[config.mk]
export PLATFORM = sky130hd
export DESIGN_NAME = atm_keypad_entry_flat
export DESIGN_NICKNAME = d
export VERILOG_FILES = /design/src/rtl/atm_keypad_entry_if.sv /design/src/rtl/atm_keypad_entry.sv /design/src/flat_wrapper.sv
export SDC_FILE = /design/constraint.sdc
export NUM_CORES = 1
export LEC_CHECK = 0
export BUFFER_PORTS_ARGS = -buffer_cell sky130_fd_sc_hd__buf_2
export CAP_MARGIN = 30
export CORE_MARGIN = 2
export CORE_UTILIZATION = 60
export DETAILED_ROUTE_END_ITERATION = 6
export MAX_ROUTING_LAYER = met4
export PLACE_DENSITY = 0.85
export SYNTH_ARGS = -nofsm -noshare
export SYNTH_HDL_FRONTEND = slang
export SYNTH_SLANG_ARGS = --single-unit
[constraint.sdc]
create_clock -name clk -period 5.55 [get_ports clk]
set_input_delay 0.2775 -clock clk [delete_from_list [all_inputs] [get_ports clk]]
set_output_delay 0.2775 -clock clk [all_outputs]
set_load 0.1 [all_outputs]
[src/rtl/atm_keypad_entry_if.sv]
// ----------------------------------------------------------------------------
// atm_keypad_entry_if
//   Request/response channel between the ATM keypad front end and the
//   account controller.
//
//   Signals
//     req_valid   : request valid (driven by the front end)
//     req_ready   : controller accepts the request this cycle
//     req_pin     : binary PIN 0..9999, stable while req_valid is high
//     req_amount  : binary amount 0..255, stable while req_valid is high
//     rsp_valid   : one-cycle response strobe from the controller
//     rsp_status  : 00 ok, 01 bad PIN, 10 insufficient funds, 11 locked
//     rsp_balance : balance after the transaction
//
//   Modports
//     master : keypad front end (atm_keypad_entry)
//     slave  : account controller
// ----------------------------------------------------------------------------
interface atm_keypad_entry_if;
    logic        req_valid;
    logic        req_ready;
    logic [13:0] req_pin;
    logic [7:0]  req_amount;
    logic        rsp_valid;
    logic [1:0]  rsp_status;
    logic [7:0]  rsp_balance;

    modport master (
        output req_valid, req_pin, req_amount,
        input  req_ready, rsp_valid, rsp_status, rsp_balance
    );

    modport slave (
        input  req_valid, req_pin, req_amount,
        output req_ready, rsp_valid, rsp_status, rsp_balance
    );
endinterface

[src/rtl/atm_keypad_entry.sv]
// ----------------------------------------------------------------------------
// atm_keypad_entry
//   Customer-side front end of the ATM transaction path. Collects keypad
//   digits serially, assembles a 4-digit PIN and a 0..255 withdrawal amount,
//   issues one request per session to the account controller and reports the
//   controller's answer.
//
//   Parameters
//     TIMEOUT_CYCLES : inactivity cycles before a session is abandoned (2..65535)
//     MAX_TRIES      : bad-PIN answers tolerated before local lockout (1..3)
//
//   Ports
//     clk, rst_n   : clock (rising edge) and asynchronous active-low reset
//     face         : customer present (level)
//     key_valid    : one-cycle key strobe, key_code valid this cycle
//     key_code     : 0-9 digit, A CLEAR, B ENTER, C CANCEL, D-F ignored
//     ctrl         : request/response channel (master modport)
//     busy         : high whenever the FSM is not IDLE
//     digit_count  : digits held in the field being entered (0..4)
//     txn_ok       : one-cycle pulse on a successful transaction
//     txn_err      : one-cycle pulse on any error, err_code valid with it
//     err_code     : response status, or 00 for an amount-range error
//     balance_out  : balance captured on the last response
//     timeout      : one-cycle pulse on inactivity abort
//
//   Optional feature (compile-time macro ATM_LOCAL_LOCK_EN)
//     Defined   : consecutive bad-PIN answers are counted; reaching MAX_TRIES
//                 parks the FSM in LOCKOUT (err_code 11) until reset.
//     Undefined : bad-PIN answers simply return to IDLE.
// ----------------------------------------------------------------------------
module atm_keypad_entry #(
    parameter int unsigned TIMEOUT_CYCLES = 1000,
    parameter int unsigned MAX_TRIES      = 3
) (
    input  logic                      clk,
    input  logic                      rst_n,
    input  logic                      face,
    input  logic                      key_valid,
    input  logic [3:0]                key_code,
    atm_keypad_entry_if.master        ctrl,
    output logic                      busy,
    output logic [2:0]                digit_count,
    output logic                      txn_ok,
    output logic                      txn_err,
    output logic [1:0]                err_code,
    output logic [7:0]                balance_out,
    output logic                      timeout
);

    if (TIMEOUT_CYCLES < 2 || TIMEOUT_CYCLES > 65535) begin : g_bad_timeout
        $error("atm_keypad_entry: TIMEOUT_CYCLES must be in 2..65535");
    end
    if (MAX_TRIES < 1 || MAX_TRIES > 3) begin : g_bad_max_tries
        $error("atm_keypad_entry: MAX_TRIES must be in 1..3");
    end

`ifdef ATM_LOCAL_LOCK_EN
    typedef enum logic [2:0] {
        IDLE, PIN_ENTRY, AMT_ENTRY, REQ, WAIT_RSP, LOCKOUT
    } state_t;
    localparam logic [1:0] LOCK_LIMIT = 2'(MAX_TRIES);
    logic [1:0] bad_tries;
`else
    typedef enum logic [2:0] {
        IDLE, PIN_ENTRY, AMT_ENTRY, REQ, WAIT_RSP
    } state_t;
`endif

    localparam logic [3:0]  KEY_CLEAR  = 4'hA;
    localparam logic [3:0]  KEY_ENTER  = 4'hB;
    localparam logic [3:0]  KEY_CANCEL = 4'hC;
    localparam logic [15:0] TIMER_LAST = 16'(TIMEOUT_CYCLES - 1);

    state_t      state;
    logic [13:0] pin;
    logic [9:0]  amt;     // 10 bits so a 3-digit entry up to 999 can be range-checked
    logic [15:0] timer;
    logic        is_digit;

    assign is_digit = (key_code <= 4'd9);

    // NOTE: every register here is state, so all updates use non-blocking
    // assignments; blocking ones would make later reads in this block see
    // the new value and the order of statements would change the hardware.
    always_ff @(posedge clk or negedge rst_n) begin
        if (!rst_n) begin
            state           <= IDLE;
            pin             <= '0;
            amt             <= '0;
            timer           <= '0;
            digit_count     <= '0;
            busy            <= 1'b0;
            txn_ok          <= 1'b0;
            txn_err         <= 1'b0;
            err_code        <= '0;
            balance_out     <= '0;
            timeout         <= 1'b0;
            ctrl.req_valid  <= 1'b0;
            ctrl.req_pin    <= '0;
            ctrl.req_amount <= '0;
`ifdef ATM_LOCAL_LOCK_EN
            bad_tries       <= '0;
`endif
        end else begin
            // Pulse outputs default low; a branch below raises them for one cycle.
            txn_ok  <= 1'b0;
            txn_err <= 1'b0;
            timeout <= 1'b0;

            case (state)
                IDLE: begin
                    timer <= '0;
                    if (face) begin
                        state       <= PIN_ENTRY;
                        busy        <= 1'b1;
                        pin         <= '0;
                        amt         <= '0;
                        digit_count <= '0;
                    end
                end

                PIN_ENTRY, AMT_ENTRY: begin
                    if (!face || (key_valid && key_code == KEY_CANCEL)) begin
                        state       <= IDLE;
                        busy        <= 1'b0;
                        digit_count <= '0;
                        timer       <= '0;
                    end else if (key_valid) begin
                        // Any key, even an ignored one, counts as activity.
                        timer <= '0;
                        if (is_digit) begin
                            if (state == PIN_ENTRY && digit_count < 3'd4) begin
                                pin         <= pin * 14'd10 + 14'(key_code);
                                digit_count <= digit_count + 3'd1;
                            end else if (state == AMT_ENTRY && digit_count < 3'd3) begin
                                amt         <= amt * 10'd10 + 10'(key_code);
                                digit_count <= digit_count + 3'd1;
                            end
                        end else if (key_code == KEY_CLEAR) begin
                            digit_count <= '0;
                            if (state == PIN_ENTRY) pin <= '0;
                            else                    amt <= '0;
                        end else if (key_code == KEY_ENTER) begin
                            if (state == PIN_ENTRY) begin
                                if (digit_count == 3'd4) begin
                                    state       <= AMT_ENTRY;
                                    digit_count <= '0;
                                end
                            end else if (digit_count != 3'd0) begin
                                if (amt > 10'd255) begin
                                    // Out-of-range amount: report and let the
                                    // customer retype without losing the PIN.
                                    txn_err     <= 1'b1;
                                    err_code    <= 2'b00;
                                    amt         <= '0;
                                    digit_count <= '0;
                                end else begin
                                    state           <= REQ;
                                    digit_count     <= '0;
                                    ctrl.req_valid  <= 1'b1;
                                    ctrl.req_pin    <= pin;
                                    ctrl.req_amount <= amt[7:0];
                                end
                            end
                        end
                    end else if (timer == TIMER_LAST) begin
                        timeout     <= 1'b1;
                        state       <= IDLE;
                        busy        <= 1'b0;
                        digit_count <= '0;
                        timer       <= '0;
                    end else begin
                        timer <= timer + 16'd1;
                    end
                end

                REQ: begin
                    // Controller latency is unbounded, so no timer here;
                    // keys, face and responses are all ignored.
                    timer <= '0;
                    if (ctrl.req_ready) begin
                        state          <= WAIT_RSP;
                        ctrl.req_valid <= 1'b0;
                    end
                end

                WAIT_RSP: begin
                    if (ctrl.rsp_valid) begin
                        balance_out <= ctrl.rsp_balance;
                        timer       <= '0;
                        state       <= IDLE;
                        busy        <= 1'b0;
                        if (ctrl.rsp_status == 2'b00) begin
                            txn_ok <= 1'b1;
                        end else begin
                            txn_err  <= 1'b1;
                            err_code <= ctrl.rsp_status;
                        end
`ifdef ATM_LOCAL_LOCK_EN
                        if (ctrl.rsp_status == 2'b00) begin
                            bad_tries <= '0;
                        end else if (ctrl.rsp_status == 2'b01) begin
                            bad_tries <= bad_tries + 2'd1;
                            if (bad_tries + 2'd1 == LOCK_LIMIT) begin
                                state    <= LOCKOUT;
                                busy     <= 1'b1;
                                err_code <= 2'b11;
                            end
                        end
`endif
                    end else if (key_valid) begin
                        timer <= '0;
                    end else if (timer == TIMER_LAST) begin
                        timeout <= 1'b1;
                        state   <= IDLE;
                        busy    <= 1'b0;
                        timer   <= '0;
                    end else begin
                        timer <= timer + 16'd1;
                    end
                end

`ifdef ATM_LOCAL_LOCK_EN
                LOCKOUT: begin
                    // Terminal until reset: keys and face have no effect.
                    timer <= '0;
                end
`endif

                default: begin
                    state <= IDLE;
                    busy  <= 1'b0;
                end
            endcase
        end
    end

endmodule

[src/flat_wrapper.sv]
// flat-port wrapper written by rule: the top's interface ports become plain ports
module atm_keypad_entry_flat 
#(
    parameter int unsigned TIMEOUT_CYCLES = 1000,
    parameter int unsigned MAX_TRIES      = 3
)
  (clk, rst_n, face, key_valid, key_code, busy, digit_count, txn_ok, txn_err, err_code, balance_out, timeout, ctrl_req_valid, ctrl_req_pin, ctrl_req_amount, ctrl_req_ready, ctrl_rsp_valid, ctrl_rsp_status, ctrl_rsp_balance);
  atm_keypad_entry_if ctrl_i ();
  input  logic clk;
  input  logic rst_n;
  input  logic face;
  input  logic key_valid;
  input  logic [3:0] key_code;
  output logic busy;
  output logic [2:0] digit_count;
  output logic txn_ok;
  output logic txn_err;
  output logic [1:0] err_code;
  output logic [7:0] balance_out;
  output logic timeout;
  output wire logic [$bits(ctrl_i.req_valid)-1:0] ctrl_req_valid;
  output wire logic [$bits(ctrl_i.req_pin)-1:0] ctrl_req_pin;
  output wire logic [$bits(ctrl_i.req_amount)-1:0] ctrl_req_amount;
  input wire logic [$bits(ctrl_i.req_ready)-1:0] ctrl_req_ready;
  input wire logic [$bits(ctrl_i.rsp_valid)-1:0] ctrl_rsp_valid;
  input wire logic [$bits(ctrl_i.rsp_status)-1:0] ctrl_rsp_status;
  input wire logic [$bits(ctrl_i.rsp_balance)-1:0] ctrl_rsp_balance;
  assign ctrl_req_valid = ctrl_i.req_valid;
  assign ctrl_req_pin = ctrl_i.req_pin;
  assign ctrl_req_amount = ctrl_i.req_amount;
  assign ctrl_i.req_ready = ctrl_req_ready;
  assign ctrl_i.rsp_valid = ctrl_rsp_valid;
  assign ctrl_i.rsp_status = ctrl_rsp_status;
  assign ctrl_i.rsp_balance = ctrl_rsp_balance;
  atm_keypad_entry #(.TIMEOUT_CYCLES(TIMEOUT_CYCLES), .MAX_TRIES(MAX_TRIES)) u_core (.clk(clk), .rst_n(rst_n), .face(face), .key_valid(key_valid), .key_code(key_code), .ctrl(ctrl_i), .busy(busy), .digit_count(digit_count), .txn_ok(txn_ok), .txn_err(txn_err), .err_code(err_code), .balance_out(balance_out), .timeout(timeout));
endmodule
After elaboration in Yosys (flattened, before gate mapping):

Cells that the tools add are included.

* add/sub/neg operators: 4
* $mul: 2
* $lt $le $gt $ge: 4
* equality and inequality tests: 43
* muxes and demuxes: 100
* bitwise logic cells: 6
* reduce and logical (&&, ||, !) cells: 23

Operators with widths (number)
* 2-to-1 mux 10 bit: 12
* 2-to-1 mux 14 bit: 7
* 2-to-1 mux 3 bit: 26
* 2-to-1 mux 16 bit: 4
* one-hot mux 16 bit (3 select lines): 1
* 2-to-1 mux 1 bit: 31
* one-hot mux 14 bit (2 select lines): 1
* 2-to-1 mux 2 bit: 10
* inequality test 2 bit, second input constant: 10
* one-hot mux 10 bit (2 select lines): 1
* AND reduction 10 bit: 2
* AND reduction 9 bit: 2
* adder 16 x 1 -> 16 bit, second input constant: 1
* == test 16 x 10 -> 1 bit, second input constant: 1
* adder 14 x 4 -> 14 bit: 1
* multiplier 14 x 3 -> 13 bit, second input constant: 1
* AND reduction 7 bit: 2
* == test 4 bit, second input constant: 3
* inequality test 3 bit, second input constant: 4
* inequality test 4 x 1 -> 1 bit, second input constant: 3
* one-hot mux 3 bit (4 select lines): 1
* AND reduction 11 bit: 1
* adder 10 x 4 -> 10 bit: 1
* > comparator 10 x 8 -> 1 bit, second input constant: 1
* other kinds (35): 55

* flip-flop bits (word level): 83
* input port bits: 20
* output and inout port bits: 40
* word-level logic and storage cells: 196

Longest topological paths before layout:

Gate-level depths: netlist of the first run.

* word-level depth: 10
* gate-level depth with buffers: 11
* mapped depth without buffers: 11

Worst setup path after synthesis of the first run:

OpenSTA, ideal clock, no wires.

* path kind: register -> register
* start: register u_core.pin[1]
* end: register u_core.pin[13]
* library setup time: 121 ps
* arrival time: 2691 ps
* required time: 5429 ps
* path slack: 2738 ps
* stages on the path, launching flop included: 11
* buffers on the path: 0
* period minus slack after synthesis: 2812 ps
* path through: dfrtp_1 ha_1 ha_1 fa_1 a21o_1 a221oi_1 xnor2_1 nand3b_1 nor4_1 xnor2_1 o21ai_1

* cells in the longest elaborated chain, start to end: 7

RTL lines
* start: declaration: RTL line atm_keypad_entry.sv:75 `logic [13:0] pin;`
* start signal: assignment: RTL line atm_keypad_entry.sv:133 `pin <= pin * 14'd10 + 14'(key_code);`
* multiplier 14 x 3 -> 13 bit: RTL line atm_keypad_entry.sv:133
* adder 14 x 4 -> 14 bit: RTL line atm_keypad_entry.sv:133
* 2-to-1 mux 14 bit: RTL line atm_keypad_entry.sv:132 `if (state == PIN_ENTRY && digit_count < 3'd4) begin`
* 2-to-1 mux 14 bit: RTL line atm_keypad_entry.sv:131 `if (is_digit) begin`
* 2-to-1 mux 14 bit: RTL line atm_keypad_entry.sv:128 `end else if (key_valid) begin`
* 2-to-1 mux 14 bit: RTL line atm_keypad_entry.sv:123 `if (!face || (key_valid && key_code == KEY_CANCEL)) begin`
* one-hot mux 14 bit (2 select lines): RTL line atm_keypad_entry.sv:110 `case (state)`

Every way passes these cells. The select of a mux whose other input is x is not followed.
A chain may end at the register's enable or synchronous reset.

Worst setup path in the final report of the first run:

Same ends and word-level chain as after synthesis.

==> results.cfg, run 1 <==
[timing]
tightestPinTransition_ns = 0.7386
rsz0062_at_grt = no
fin_crit_ns = 3.219
clock_skew_ns = 0.01158
finalMaxSlewViolations = 0
hold_viol = 0
max_freq_ghz = 0.3107
fin_tns_setup_ns = 0
relSlewSlack_pct = 50.76
timing.final.crit_share_pct = 57.99
finalSetupViolations = 0

[power]
power-per-cell-area_nw_per_um2 = 478.7
p_total_uw = 2698
leakage_uw = 0.002791
vdd.ir_drop.worst_mv = 0.2931

[critical_path]
cp.arrival_ns = 3.47
worst_path_dominant_cell_family = adder cells
path_cells = ha_1 > ha_1 > fa_1 > a21o_1 > a221oi_1 > xnor2_1 > nand3b_1 > nor4_1 > xnor2_1 > o21ai_1
cp_max_fo = 5
crit_buf_inv = 0
critPathRequiredTime_ns = 5.80
worstSetupPathType = flip-flop to flip-flop
rr_worst_depth = 10
cp_num_cells = 10
slowest_stage = dfrtp_1
cp-end-kind = flip-flop
r2r_start = u_core.pin[1]
rrSetupSlack_ns = 2.33
worstSetupStartpointType = flip-flop
slowest_delay_ns = 0.45
r2r_end = u_core.pin[13]

[floorplanning]
rows = 33
core_um2 = 8217
die_area_um2 = 9190
die_height_um = 95.87
fp.dieW_um = 95.87
io_pins = 60
start_util_pct = 61.63

[drt]
wl_mm = 11.28
via_count = 4068
remaining_drc_errors = 0
vias_per_cell = 6.117
dr.pass1.iters = 5
ant_nets = 0
wl_per_cell_um = 16.97
drtIter0Drc = 221

[final_layout]
fin_cells = 665
nets = 618
post-route-util_pct = 68.60
fin_area_um2 = 5637
layout_commonest_cell = dfrtp_1
final_layout_size_suffix_gt1_share_pct = 20.18
area_delta_synth_final_pct = 11.32
layout_common_cells = dfrtp_1, buf_2, nand2_1
antenna_cells = 0

[job]
cap_viol_max_count = 0

[placed_design]
dp_hpwl_mm = 8.388
dp_cells = 648
globalplace.congestion = 0.9747
place.port_buffers = 59
dpl-instance-area_um2 = 5440

[synthesis]
seq_area_frac_synth_pct = 41.02
dominantRegCellSynth = dfrtp_1
ys_warn_count = 0
postSynthAreaPerCell_um2 = 10.15
ys_ff_latch = 83
syn-num-nets = 562
synthDistinctLibCells = 70
synth_enable_flop_cells = 0
syn_inst = 499
netlist_area_um2 = 5064
async_flop_share_pct = 100.0

[clock_network]
htree_levels = 3
clk_path_buf_depth = 2
cts_tree = done
clock-root-buffer = clkbuf_8
clock-sinks = 83
clk_pin_slew_ns = 0.08
numCtsBuffers = 9
clkLatencyLatePin_ns = 0.37
cts.repair.resized = 0

[status]
status = completed

[grt]
overflow = 0
antenna_found_initial = 0
gr-usage-all-layers_pct = 26.97
grt_pass1_wl_mm = 18.91
grt_pass1_vias = 4055
grt_max_degree = 43

[hold_path]
hold_path_end = u_core.txn_ok
hold_class = input pin to flip-flop
min_path_cells = 2
min_from = ctrl_rsp_status[1]
## cells by family (layout without fill, tap and decap cells)
kind of cell | after synthesis | count (layout) | synth area share, %
compound gates | 115 | 115 | 14.90
flops | 83 | 83 | 41.02
buf+inv | 37 | 98 | 3.385
xor+xnor | 37 | 37 | 6.400
simple gates | 153 | 153 | 16.21
fa+ha+maj | 43 | 43 | 11.22
mux | 31 | 31 | 6.869
## through the flow
step           setup slack, ns  hold slack (ns)
2_1_floorplan            2.738         -0.01809
3_3_place_gp             2.614           0.4618
3_5_place_dp             2.394           0.3003
4_1_cts                  2.368          0.08797
5_1_grt                  2.214           0.1119
6_report                 2.331          0.09253
## per-layer routing
metal | routed length, um | up-vias | GRT usage (%)
li1 | - | 1921 | -
met1 | 4778 | 2007 | 34.66
met2 | 5747 | 113 | 43.41
met3 | 537 | 27 | 3.681
met4 | 219 | 0 | 10.83
met5 | 0 | - | -
## Yosys cell counts (3+ instances only)
| cell | instances | area share, % |
|---|---|---|
| dfrtp_1 | 83 | 41 |
| xnor2_1 | 27 | 4.7 |
| o31ai_1 | 16 | 2.4 |
| or3_1 | 6 | 0.74 |
| nor3b_1 | 7 | 1.0 |
| nand4_1 | 12 | 1.5 |
| o21ai_1 | 4 | 0.40 |
| nand3_1 | 14 | 1.4 |
| clkbuf_1 | 5 | 0.37 |
| a31oi_1 | 3 | 0.37 |
| nand2_1 | 53 | 3.9 |
| fa_1 | 4 | 1.6 |
| xor2_1 | 10 | 1.7 |
| ha_1 | 39 | 9.6 |
| mux2_1 | 9 | 2.0 |
| nand2b_1 | 7 | 0.86 |
| o21ai_0 | 34 | 3.4 |
| and3_1 | 4 | 0.49 |
| a21oi_1 | 23 | 2.3 |
| a21o_1 | 8 | 1.2 |
| mux2_2 | 21 | 4.7 |
| nor2_1 | 21 | 1.6 |
| nor2b_1 | 4 | 0.49 |
| and2_1 | 3 | 0.37 |
| buf_2 | 6 | 0.59 |
| inv_1 | 19 | 1.4 |
## flip-flops by register name (all words and copies together) (netlist names), 3 cells and up
name	flops
u_core.pin	14
u_core.timer	16
u_core.balance_out	8
u_core.amt	10
u_core.ctrl.req_amount	8
u_core.digit_count	3
u_core.ctrl.req_pin	14
u_core.state	3
## how the worst max path moves through the flow
| stage | from | endpoint | slack [ns] |
|---|---|---|---|
| final | u_core.pin[1] | u_core.pin[13] | 2.33 |
| after global routing | u_core.pin[1] | u_core.pin[13] | 2.21 |
| after CTS | u_core.pin[1] | u_core.pin[13] | 2.37 |
| after detailed placement | u_core.pin[1] | u_core.pin[13] | 2.39 |
| after global placement | u_core.pin[1] | u_core.pin[13] | 2.61 |
| after floorplan | u_core.pin[1] | u_core.pin[13] | 2.74 |
## power breakdown
group	switching (uW)	leakage (uW)	total [uW]	internal (uW)
Sequential	129	0.00114	848	720
Clock	227	0.0000957	415	188
Combinational	976	0.00156	1430	459
## layout make-up
| type | count | area [um^2] |
|---|---|---|
| clock inverters | 5 | 35.03 |
| fillers | 617 | 2580 |
| repair buffers | 63 | 350.3 |
| well taps | 105 | 131.4 |
| multi-input cells | 379 | 2820 |
| flip-flops and latches | 83 | 2077 |
| clock buffers | 11 | 151.4 |
| inverters | 19 | 71.32 |
## timing repair
item	4_1_cts	5_1_grt
setup buffers	0	0
hold buffers	1	0
hold endpoints to repair	41	0
endpoints found under the setup margin	0	0
No activity file was read; power rests on OpenSTA's default activity.
==> run 2: changes to the inputs <==
- ABC_AREA: unset -> 1
- CORE_UTILIZATION: 60 -> 54
- PLACE_DENSITY: 0.85 -> 0.8
- clock period: 5.55 -> 2.7 ns (I/O delays scaled with it)
==> run 2 against run 1 <==
Register-to-register slack worse by 2.2 ns. Routed wire length up 11%. Cell count up 37%. Largest power group unchanged.
==> results.cfg, run 2 <==
[drt]
ant_nets = 0
wl_per_cell_um = 13.79
vias_per_cell = 5.296
dr.pass1.iters = 6
wl_mm = 12.53
drtIter0Drc = 273
via_count = 4814
remaining_drc_errors = 0

[synthesis]
synth_common_cells = nand2_1, inv_1, dfrtp_1
postSynthAreaPerCell_um2 = 7.749
syn_inst = 693
dominantRegCellSynth = dfrtp_1
synth_most_common_cell = nand2_1
netlist_area_um2 = 5370
seq_area_frac_synth_pct = 38.68
synth_enable_flop_cells = 0
syn-num-nets = 756
synthDominantCellAreaShare_pct = 38.68
yosys-top-cells-area = dfrtp_1, nand2_1, ha_1, inv_1, nand3_1
synthDistinctLibCells = 39
yosysTopAreaCell = dfrtp_1
ys_warn_count = 0
async_flop_share_pct = 100.0
ys_ff_latch = 83

[clock_network]
htree_levels = 3
cts_tree = done
clk_pin_slew_ns = 0.09
numCtsBuffers = 9
clkLatencyLatePin_ns = 0.37
clock-sinks = 83
clock-root-buffer = clkbuf_8
clk_path_buf_depth = 2

[final_layout]
layout_commonest_cell = nand2_1
area_delta_synth_final_pct = 14.00
layout_common_cells = nand2_1, inv_1, dfrtp_1
fin_area_um2 = 6122
largest_reg_flops = 16
antenna_cells = 0
post-route-util_pct = 62.92
biggestRegsByFlops = u_core.timer: 16 flops, u_core.ctrl.req_pin: 14 flops, u_core.pin: 14 flops
nets = 834
final_layout_size_suffix_gt1_share_pct = 15.34
regMostFlops = u_core.timer

[placed_design]
globalplace.congestion = 0.9686
dpl-instance-area_um2 = 5822
place.port_buffers = 59
dp_hpwl_mm = 9.272
place_ws_ns = 0.04216

[grt]
overflow = 0
gr-usage-all-layers_pct = 24.89
met3_usage_pct = 3.398
antenna_found_initial = 0
grt_pass1_wl_mm = 21.43
grt_pass1_vias = 4754
gr-max-usage-layer = met2
met2_usage_pct = 41.01
use_met1_pct = 30.89
grt_max_degree = 65

[floorplanning]
die_height_um = 103.7
core_um2 = 9729
io_pins = 60
die_area_um2 = 10760
start_util_pct = 55.20
rows = 36
fp.dieW_um = 103.7

[timing]
max_freq_ghz = 0.3823
finalSetupViolations = 0
hold_viol = 0
timing.final.crit_share_pct = 96.87
finalMaxSlewViolations = 0
setup_ws_ns = 0.08458
tightestPinTransition_ns = 0.5053
fin_tns_setup_ns = 0
clock_skew_ns = 0.004979
relSlewSlack_pct = 66.32
fin_crit_ns = 2.615

[critical_path]
cp_max_fo = 4
critPathRequiredTime_ns = 2.97
worstSetupPathType = flip-flop to flip-flop
worstSetupStartpointType = flip-flop
cp-end-kind = flip-flop
cp.arrival_ns = 2.88

[hold_path]
hold_class = input pin to flip-flop

[power]
vdd.ir_drop.worst_mv = 1.468
power-per-cell-area_nw_per_um2 = 1138
p_total_uw = 6966
leakage_uw = 0.003128

[status]
status = completed

[job]
cap_viol_max_count = 0
==> run 2: routing by layer <==
layer | wire, um | part of all wire [%]
met5 | 0 | 0
met4 | 286 | 2.3
met3 | 629 | 5.0
met2 | 6061 | 48
met1 | 5555 | 44
==> run 2: worst paths after layout <==
path                       slack, ns                  start  cells after the start                    end
setup / recovery                0.08          u_core.pin[1]                     12         u_core.pin[13]
hold / removal                  0.02     ctrl_rsp_status[1]                      3     u_core.err_code[1]
setup reg to reg                0.08          u_core.pin[1]                     12         u_core.pin[13]
hold reg to reg                 0.47  u_core.balance_out[4]                      2  u_core.balance_out[4]
max in group asynchronous       1.92                  rst_n                      3          u_core.amt[4]
min in group asynchronous       0.18                  rst_n                      2  u_core.balance_out[2]
==> run 2: worst max-delay path, stage by stage, from the launching register on <==
cell and delay, ns:
dfrtp_1 0.42, ha_1 0.33, ha_1 0.26, fa_2 0.58, nand3_1 0.09, nor2_1 0.16, nand2_1 0.08, nor2_2 0.16
nand3_2 0.12, nor2_1 0.12, nand2_1 0.06, nand3_1 0.08, nand2_1 0.05
==> run 2: metrics by stage <==
step	hold WS, ns	instances
finish	0.01877	909
global route	0.03832	909
CTS	0.009106	907
detailed placement	0.03197	882
global placement	0.3424	881
floorplan	-0.1606	693
==> run 2: logic make-up (layout without fill, tap and decap cells) <==
logic type	count (synthesis)	count (layout)	synth area share [%]
buffers and inverters	104	187	7.875
DFF	83	83	38.68
AOI/OAI and AO/OA	92	92	9.949
adders and majority gates	43	43	10.58
xor gates and xnor gates	30	30	4.893
and+or+nand+nor	341	341	28.03
==> run 2: what timing repair did <==
item | in CTS | in global routing
hold buffers | 9 | 0
hold endpoints to repair | 82 | 0
buffers inserted | 0 | 2
gates resized for setup | 0 | 6
endpoints found under the setup margin | 0 | 4
==> run 2: power by group <==
part           leakage [uW]  internal, uW  total, uW  switching (uW)
sequential          0.00113          1590       1850             258
combinational       0.00192          1050       4280            3230
clock             0.0000843           357        834             477
total               0.00313          3000       6970            3970
==> run 2: final cells by class <==
| class | count | area (um^2) |
|---|---|---|
| clock buffers | 10 | 137.6 |
| clock inverters | 6 | 41.29 |
| fillers | 862 | 3607 |
| inverters | 98 | 367.9 |
| multi-input cells | 506 | 2887 |
| flip-flops and latches | 83 | 2077 |
| well taps | 133 | 166.4 |
| repair buffers | 73 | 445.4 |
==> run 3: changes to the inputs <==
- CELL_PAD_IN_SITES_DETAIL_PLACEMENT: unset -> 2
- CELL_PAD_IN_SITES_GLOBAL_PLACEMENT: unset -> 2
- CORE_ASPECT_RATIO: unset -> 1.2
- CORE_UTILIZATION: 54 -> 31
- PLACE_DENSITY: 0.8 -> 0.79
==> run 3 against run 2 <==
Sequential power is essentially flat. Cell count grew 9.1%. Critical endpoint unchanged. Critical path type unchanged. Sequential cell count is the same. Combinational power grew 5.4%. Largest power group unchanged. Sequential share of layout area shrank 1.4 points. First-iteration DRC count shrank 30%. Hold slack lost 0.00066 ns.
==> results.cfg, run 3 (synthesis gave the netlist of run 2 again) <==
[final_layout]
layout_common_cells = nand2_1, inv_1, dfrtp_1
regMostFlops = u_core.timer
post-route-util_pct = 37.78
fin_area_um2 = 6391
largest_reg_flops = 16
fin_cells = 992
antenna_cells = 0
area_delta_synth_final_pct = 19.01
final_layout_size_suffix_gt1_share_pct = 16.11
layout_commonest_cell = nand2_1
nets = 834
biggestRegsByFlops = u_core.timer: 16 flops, u_core.ctrl.req_pin: 14 flops, u_core.pin: 14 flops

[critical_path]
cp.arrival_ns = 2.79
cp_max_fo = 4
slowest_delay_ns = 0.61
r2r_start = u_core.pin[1]
critPathRequiredTime_ns = 2.94
timing.critical_path.mode_cell = nand2_1
crit_end = u_core.pin[13]
cp_num_cells = 12
rr_worst_depth = 12
r2r_end = u_core.pin[13]
slowest_stage = fa_2
worst_path_dominant_cell_family = adder cells
crit_buf_inv = 0
path_cells = ha_4 > ha_4 > fa_2 > nand3_1 > nor2_2 > nand2_1 > nor2_2 > nand3_2 > nor2_1 > nand2_1 > nand3_1 > nand2_1
cp-end-kind = flip-flop
worstSetupPathType = flip-flop to flip-flop
rrSetupSlack_ns = 0.14
worstSetupStartpointType = flip-flop
worstSetupStartpoint = u_core.pin[1]

[timing]
fin_tns_setup_ns = 0
fin_crit_ns = 2.557
finalMaxSlewViolations = 0
timing.final.crit_share_pct = 94.69
tightestPinTransition_ns = 0.5074
max_freq_ghz = 0.3911
relSlewSlack_pct = 66.40
hold_viol = 0
finalSetupViolations = 0
clock_skew_ns = 0.009532

[drt]
dr.pass1.iters = 4
vias_per_cell = 5.016
via_count = 4976
wl_per_cell_um = 17.94
remaining_drc_errors = 0
wl_mm = 17.80
ant_nets = 0
drtIter0Drc = 191

[placed_design]
place.port_buffers = 59
globalplace.congestion = 0.8226
dp_cells = 966
dp_hpwl_mm = 13.37
dpl-instance-area_um2 = 5938

[grt]
overflow = 0
antenna_found_initial = 0
grt_max_degree = 84
grt_pass1_vias = 5813
gr-usage-all-layers_pct = 20.84
grt_pass1_wl_mm = 29.29

[power]
leakage_uw = 0.003186
power-per-cell-area_nw_per_um2 = 1207
vdd.ir_drop.worst_mv = 0.6571
p_total_uw = 7713

[clock_network]
cts_tree = done
clk_path_buf_depth = 2
clkLatencyLatePin_ns = 0.35
htree_levels = 3
clk_pin_slew_ns = 0.07
clock-sinks = 83
numCtsBuffers = 9
clock-root-buffer = clkbuf_16

[floorplanning]
fp.dieW_um = 124.2
start_util_pct = 31.75
rows = 52
die_area_um2 = 18400
io_pins = 60
core_um2 = 16920
die_height_um = 148.2

[status]
status = completed

[job]
cap_viol_max_count = 0

[hold_path]
hold_class = input pin to flip-flop
min_path_cells = 3
-- run 3: cell types whose count changed in the layout (fill, tap and decap cells not counted), sizes merged --
cell | previous run | this run
clkinv | 4 | 2
buf | 64 | 66
clkbuf | 10 | 11
bufinv | 0 | 1
dlygate4sd3 | 9 | 7
-- run 3: timing repair --
action,in CTS,in global routing
hold endpoints to repair,89,0
setup buffers,0,3
hold buffers,7,0
pin swaps,0,4
endpoints found under the setup margin,1,4
gates resized for setup,1,10
-- run 3: cell type report --
type	instances	area, um^2
inverters	98	367.9
clock buffers	11	252.7
flip-flops and latches	83	2077
clock inverters	5	61.31
well taps	216	270.3
fillers	2004	10530
repair buffers	73	445.4
multi-input cells	506	2917
-- run 3: tightest hold or removal path, delay by kind of cell --
kind / cells / cell delay (ns)
buffers and inverters: 1 / 0.08
and+or+nand+nor: 2 / 0.11
-- run 3: report_power, final --
part	leakage, uW	internal [uW]	switching, uW	total (uW)
Clock	0.000144	770	552	1320
Sequential	0.00113	1600	289	1880
Combinational	0.00192	1100	3410	4510
Total	0.00319	3460	4250	7710
-- run 3: worst min-delay path by stage --
stage                     slack, ns                 from                    end
after global placement         0.21                rst_n  u_core.balance_out[4]
after CTS                     0.009  ctrl_rsp_balance[7]  u_core.balance_out[7]
after floorplan               -0.16                rst_n          u_core.amt[0]
after global routing           0.03  ctrl_rsp_balance[2]  u_core.balance_out[2]
final                          0.02  ctrl_rsp_balance[7]  u_core.balance_out[7]
after detailed placement       0.22                rst_n        u_core.timer[6]
-- run 3: routing by layer --
| metal | up-vias | share of wire [%] | GRT usage, % | wire length, um |
|---|---|---|---|---|
| met4 | 0 | 1.2 | 5.112 | 212 |
| met1 | 2514 | 42 | 23.30 | 7420 |
| met2 | 46 | 55 | 38.58 | 9877 |
| met3 | 18 | 1.6 | 2.761 | 289 |
| met5 | - | 0 | - | 0 |
| li1 | 2398 | - | - | - |
-- run 3: per-stage QoR --
| stage | hold slack, ns | setup WS [ns] |
|---|---|---|
| floorplan | -0.1606 | 0.2124 |
| global placement | 0.2117 | 0.1674 |
| detailed placement | 0.2211 | -0.04421 |
| CTS | 0.009109 | 0.003177 |
| global route | 0.02800 | -0.02364 |
| finish | 0.01811 | 0.1433 |
